## config.mk

```make
export PLATFORM = sky130hd
export DESIGN_NAME = alu_issue
export DESIGN_NICKNAME = d
export VERILOG_FILES = /design/src/rtl/alu_pkg.sv /design/src/rtl/alu_decode.sv /design/src/rtl/alu_issue.sv
export SDC_FILE = /design/constraint.sdc
export NUM_CORES = 1
export LEC_CHECK = 0
export CAP_MARGIN = 20
export CORE_UTILIZATION = 56
export DETAILED_ROUTE_END_ITERATION = 12
export PLACE_DENSITY = 0.86
export SLEW_MARGIN = 0
export SYNTH_ARGS = -nofsm -noshare
export SYNTH_HDL_FRONTEND = slang
export SYNTH_HIERARCHICAL = 1
export SYNTH_SLANG_ARGS = --single-unit
export TNS_END_PERCENT = 5
```

## constraint.sdc

```tcl
create_clock -name clk -period 5.7 [get_ports clk]
set_clock_uncertainty 0.1 [all_clocks]
set_input_delay 0.855 -clock clk [delete_from_list [all_inputs] [get_ports clk]]
set_output_delay 0.855 -clock clk [all_outputs]
set_load 0.02 [all_outputs]
```

## src/rtl/alu_pkg.sv

```systemverilog
// alu_pkg: shared ALU command, opcode/funct constants and decoded-entry type for the issue stage
package alu_pkg;
  localparam logic [3:0] ALU_AND = 4'b0000;
  localparam logic [3:0] ALU_OR  = 4'b0001;
  localparam logic [3:0] ALU_ADD = 4'b0010;
  localparam logic [3:0] ALU_SUB = 4'b0110;
  localparam logic [3:0] ALU_MUL = 4'b0111;
  localparam logic [3:0] ALU_NOR = 4'b1100;
  localparam logic [5:0] OP_RTYPE = 6'h00;
  localparam logic [5:0] OP_ADDI  = 6'h08;
  localparam logic [5:0] OP_ANDI  = 6'h0C;
  localparam logic [5:0] OP_ORI   = 6'h0D;
  localparam logic [5:0] OP_LW    = 6'h23;
  localparam logic [5:0] OP_SW    = 6'h2B;
  localparam logic [5:0] OP_BEQ   = 6'h04;
  localparam logic [5:0] F_ADD = 6'h20;
  localparam logic [5:0] F_SUB = 6'h22;
  localparam logic [5:0] F_AND = 6'h24;
  localparam logic [5:0] F_OR  = 6'h25;
  localparam logic [5:0] F_NOR = 6'h27;
  localparam logic [5:0] MULT_FUNCT = 6'h18;
  typedef struct packed {
    logic [3:0]  comando;
    logic        alusrc;
    logic [31:0] valor1;
    logic [31:0] valor2;
    logic [31:0] imediato;
    logic [4:0]  wr_reg;
    logic        regwrite;
    logic        memread;
    logic        memwrite;
    logic        branch;
  } entry_t;
  typedef enum logic [1:0] {EMPTY, ONE, FULL} state_t;
endpackage

```

## src/rtl/alu_decode.sv

```systemverilog
// alu_decode: combinational MIPS decode into an issue entry; multiply enabled by ALU_ISSUE_MULT_EN
module alu_decode
  import alu_pkg::*;
(
  input  logic [31:0] instr,
  input  logic [31:0] rs_val,
  input  logic [31:0] rt_val,
  output entry_t      d,
  output logic        illegal
);
  logic [5:0] op, funct;
  assign op = instr[31:26];
  assign funct = instr[5:0];
  always_comb begin
    d = '0;
    illegal = 1'b0;
    d.valor1 = rs_val;
    d.valor2 = rt_val;
    d.imediato = {{16{instr[15]}}, instr[15:0]};
    d.wr_reg = instr[20:16];
    case (op)
      OP_RTYPE: begin
        d.wr_reg = instr[15:11];
        d.regwrite = 1'b1;
        case (funct)
          F_ADD: d.comando = ALU_ADD;
          F_SUB: d.comando = ALU_SUB;
          F_AND: d.comando = ALU_AND;
          F_OR:  d.comando = ALU_OR;
          F_NOR: d.comando = ALU_NOR;
`ifdef ALU_ISSUE_MULT_EN
          MULT_FUNCT: d.comando = ALU_MUL;
`else
          MULT_FUNCT: illegal = 1'b1;
`endif
          default: illegal = 1'b1;
        endcase
      end
      OP_ADDI: begin
        d.comando = ALU_ADD;
        d.alusrc = 1'b1;
        d.regwrite = 1'b1;
      end
      OP_ANDI, OP_ORI: begin
        d.comando = op == OP_ANDI ? ALU_AND : ALU_OR;
        d.alusrc = 1'b1;
        d.imediato = {16'h0, instr[15:0]};
        d.regwrite = 1'b1;
      end
      OP_LW: begin
        d.comando = ALU_ADD;
        d.alusrc = 1'b1;
        d.memread = 1'b1;
        d.regwrite = 1'b1;
      end
      OP_SW: begin
        d.comando = ALU_ADD;
        d.alusrc = 1'b1;
        d.memwrite = 1'b1;
      end
      OP_BEQ: begin
        d.comando = ALU_SUB;
        d.branch = 1'b1;
      end
      default: illegal = 1'b1;
    endcase
  end
endmodule

```

## src/rtl/alu_issue.sv

```systemverilog
// alu_issue: decode-and-issue stage with a 2-entry skid buffer between decode and execute
// Optional multiply decode is enabled by defining ALU_ISSUE_MULT_EN.
module alu_issue
  import alu_pkg::*;
(
  input  logic        clk,
  input  logic        rst_n,
  input  logic        id_valid,
  output logic        id_ready,
  input  logic [31:0] instr,
  input  logic [31:0] rs_val,
  input  logic [31:0] rt_val,
  input  logic        flush,
  output logic        ex_valid,
  input  logic        ex_ready,
  output logic [3:0]  comando,
  output logic        alusrc,
  output logic [31:0] valor1,
  output logic [31:0] valor2,
  output logic [31:0] imediato,
  output logic [4:0]  wr_reg,
  output logic        regwrite,
  output logic        memread,
  output logic        memwrite,
  output logic        branch,
  output logic        illegal
);
  entry_t dec, head, tail;
  state_t state;
  logic dec_ill, take, acc, con;
  alu_decode u_dec (
    .instr   (instr),
    .rs_val  (rs_val),
    .rt_val  (rt_val),
    .d       (dec),
    .illegal (dec_ill)
  );
  assign take = id_valid && id_ready;
  assign acc = take && !dec_ill;
  assign con = ex_valid && ex_ready;
  // head is the entry presented to execute; tail only holds the second entry while FULL
  always_ff @(posedge clk or negedge rst_n) begin
    if (!rst_n) begin
      state <= EMPTY;
      head <= '0;
      tail <= '0;
      ex_valid <= 1'b0;
      id_ready <= 1'b1;
      illegal <= 1'b0;
    end else if (flush) begin
      state <= EMPTY;
      ex_valid <= 1'b0;
      id_ready <= 1'b1;
      illegal <= 1'b0;
    end else begin
      illegal <= take && dec_ill;
      case (state)
        EMPTY: if (acc) begin
          head <= dec;
          state <= ONE;
          ex_valid <= 1'b1;
        end
        ONE: if (acc && con) head <= dec;
        else if (acc) begin
          tail <= dec;
          state <= FULL;
          id_ready <= 1'b0;
        end else if (con) begin
          state <= EMPTY;
          ex_valid <= 1'b0;
        end
        FULL: if (con) begin
          head <= tail;
          state <= ONE;
          id_ready <= 1'b1;
        end
        default: state <= EMPTY;
      endcase
    end
  end
  assign comando = head.comando;
  assign alusrc = head.alusrc;
  assign valor1 = head.valor1;
  assign valor2 = head.valor2;
  assign imediato = head.imediato;
  assign wr_reg = head.wr_reg;
  assign regwrite = head.regwrite;
  assign memread = head.memread;
  assign memwrite = head.memwrite;
  assign branch = head.branch;
endmodule

```

==> parameters.txt <==
Parameter                              Value

Synthesis
  Area of the mapped netlist ... 10600 sq um
  Ys Warns ... 6
  Post-synthesis sequential area ratio ... 52.9%
  Gate count of the mapped netlist ... 893
  Mux cell area share after synthesis ... 22.8%
  Largest family of logic cells by synthesized area ... multiplexers
  Nets in the synthesized netlist ... 994
  Xor/xnor share of the synthesized area ... 0.0822%
  Post-Syn Area per Cell ... 11.9 sq um
  Flip-flop and latch count after synthesis ... 225
  Synth Area in Compound Gates ... 11.9%
  Synth Area in Simple Gates ... 2.20%
  Yosys cell types ... 44
  Adder-cell share of the synthesized area ... 0%

Timing
  Setup tns final ... 0 ns
  Final Slew Violations ... 0
  Final worst slack ... 1.91 ns
  Worst slew margin relative to its limit ... 40.7%
  Highest clock frequency the design can meet ... 264 MHz
  Shortest period the worst path allows ... 3.79 ns
  Slew at the pin closest to its max-slew limit ... 0.890 ns
  Crit share post-route ... 66.4%
  Setup Viol. Count Final ... 0
  WHS ... 0.266 ns
  RSZ-0062 raised after global routing ... false
  Hold violation total from the final report ... 0

Global route
  Antenna violations before repair ... 0
  Largest net degree at the start of global routing ... 121
  GRT Residual Overflow ... 0
  Total global routing track utilization ... 24.2%
  First-pass GRT wire length ... 38200 microns
  Via count of the first global-routing pass ... 7318

Pwr
  Lkg Pwr ... 5.45 nW
  Max VDD drop ... 0.000283 V
  P per Cell Area ... 392 nW/um^2
  Total power consumption of the routed design ... 5.05 mW

Clock tree
  Clock tree from TritonCTS ... built
  Inserted Clock Buffers ... 24
  Largest buffer count on any clock path ... 3
  Clock tree root buffer cell ... clkbuf_16
  Number of gates resized after cts ... 0
  Post-CTS Repair Setup Buffers ... 0
  Count of clock tree sinks ... 225
  Number of buffers inserted by hold repair at cts ... 0
  Source-to-sink clock delay at the later pin of the worst-skew pair ... 0.50 ns
  Maximum level of the CTS H-tree ... 1
  Clk slew on worst S/H paths ... 0.06 ns

Setup path
  Crit path launch type ... input port
  Worst path arrival time ... 4.07 ns
  Number of buffer and inverter stages on the critical path ... 2
  Critical path endpoint category ... flop
  Crit. Startpoint ... instr[5]
  Standard cell with the maximum stage delay on the critical path ... buf_4
  Family of cells with the greatest summed delay on the critical path ... simple AND/OR/NAND/NOR gates
  Reg2Reg Launch Point ... state[1]$_DFFE_PN0P_
  Largest fanout of any net on the critical path ... 50
  Endpoint required time on the critical path ... 5.98 ns
  Delay of the slowest cell on the worst path ... 0.59 ns
  Cells traversed along the worst timing path ... clkdlybuf4s50_1, nor3b_1, o211a_1, o211ai_1, nand3b_1, nor4_4, buf_4, mux2_2
  Critical path type ... input port to flop

Detailed routing
  Vias ... 7034
  Ratio of routed vias to standard cells ... 5.72
  Met3 WL post-DR ... 1460 microns
  Wire length on met2 ... 11600 microns
  First-pass detailed-route iteration total ... 4
  Initial drt markers ... 320
  Top Layer Used ... met4
  Sum of routed wire length over all layers ... 23600 microns
  DRC Markers ... 0
  Routed metal-1 wire length ... 10200 microns
  Routed length per placed instance ... 19.2 microns
  Remaining antenna violation count after routing ... 0

Floorplanning
  Die area ... 19600 sq um
  Count of pins on the block boundary ... 214
  Total number of placement rows ... 50
  Initial Util ... 57.1%
  DIE HEIGHT ... 140 microns
  Placeable core region ... 18600 sq um
  Width of the die ... 140 microns

Placement
  Standard cell area after detailed placement ... 12100 sq um
  Half-perimeter wire length after detailed placement ... 13900 microns
  Gpl congestion ... 0.818
  Post-place setup slack ... 1.39 ns
  Cells after DPL ... 1189
  Port Buffers ... 208

Cells and area
  Final core utilization ... 69.2%
  Layout cells sized above 1 ... 16.7%
  Number of flip-flops under the largest register name ... 110
  Final net count ... 1082
  Ant diodes ... 0
  Register with the most flip-flops ... tail
  Final std cell area, no fill ... 12900 sq um
  Area growth from synthesis to final layout ... 21.1%
  Non-filler instance count after layout ... 1229

Worst hold path
  Hold/Removal Path Class ... input port to asynchronous set/reset pin

Status
  Outcome ... finished clean

Run
  Number of maximum-capacitance violations ... 0
==> power breakdown <==
group / switching, mW / total, mW / internal (mW)
Combinational: 0.769 / 1.47 / 0.700
Clock: 0.613 / 1.50 / 0.892
Sequential: 0.173 / 2.08 / 1.90
Total: 1.55 / 5.05 / 3.50
==> layout make-up <==
type,count,area (sq um)
fill,1353,5740
sequential,225,5630
multi-input combinational,506,3990
timing repair buffer,220,2210
clock buffer,33,696
tap,234,293
clock inverter,7,65.1
inverter,4,15.0
==> cells in the final DEF (no fill, tap or decap), types with 3 or more instances in the layout <==
cell type and instances:
buf_12 3, clkbuf_16 25, mux2_2 101, inv_1 4
clkbuf_8 4, nor2_1 9, clkdlybuf4s50_1 207, mux2i_1 110
buf_4 9, mux2_1 10, clkinv_2 4, nand2_1 3
mux2_4 5, dfrtp_1 224, clkbuf_1 4, a21oi_1 223
nand3_1 4, nand4_1 3
==> cell usage after synthesis (all sizes together) <==
cell type,number,share of area (%)
nor4,2,0.32
mux2,116,12
dfstp,1,0.25
o22a,1,0.082
or2b,1,0.071
nand4,3,0.18
o211ai,1,0.071
mux2i,110,10
nor4bb,1,0.094
nor2,10,0.35
a211oi,2,0.14
nand2,4,0.21
clkbuf,9,0.33
xnor2,1,0.082
dfrtp,224,53
o21bai,1,0.071
nand4b,1,0.082
and3b,1,0.094
a21bo,1,0.094
and4b,1,0.094
a22oi,1,0.071
a31oi,1,0.059
buf,149,9.7
o211a,1,0.094
a21boi,2,0.14
nand2b,2,0.12
nand3b,2,0.14
o41a,1,0.11
a21oi,224,11
nand3,4,0.19
o21ai,3,0.14
inv,4,0.14
a41oi,1,0.082
nor3b,2,0.14
o31ai,2,0.14
and2,2,0.12
o32ai,1,0.082
==> path summary, 6_finish.rpt <==
check | to | slack [ns] | cells after the start
worst max-delay path | tail[33]$_DFFE_PN0P_ | 1.91 | 8
worst min-delay path | tail[15]$_DFFE_PN0P_ | 0.27 | 1
worst max register to register | imediato[23]$_DFFE_PN0P_ | 2.89 | 5
worst min register to register | tail[11]$_DFFE_PN0P_ | 0.38 | 1
max in group asynchronous | valor2[25]$_DFFE_PN0P_ | 4.13 | 2
min in group clk | tail[11]$_DFFE_PN0P_ | 0.38 | 1
==> per-layer routing <==
layer | vias up | global-route usage (%)
met3 | 27 | 5.26
li1 | 3256 | -
met5 | - | 0
met1 | 3559 | 31.2
met2 | 192 | 41.7
met4 | 0 | 5.78
==> worst register-to-register path, cell delays in order (launching register included) <==
cell and delay (ns):
dfrtp_1 0.53, inv_1 0.19, nor2_4 0.60, buf_4 0.82, mux2i_1 0.32, a21oi_1 0.11
==> cell families (layout without fill, tap and decap cells) <==
kind of cell,count (synthesis),in the layout
flip-flops,225,225
multiplexers,226,226
buffers and inverters,162,264
XOR/XNOR,1,1
AO/OA/AOI/OAI,243,243
AND/OR/NAND/NOR,36,36
Power figures use the tool's default switching activity.
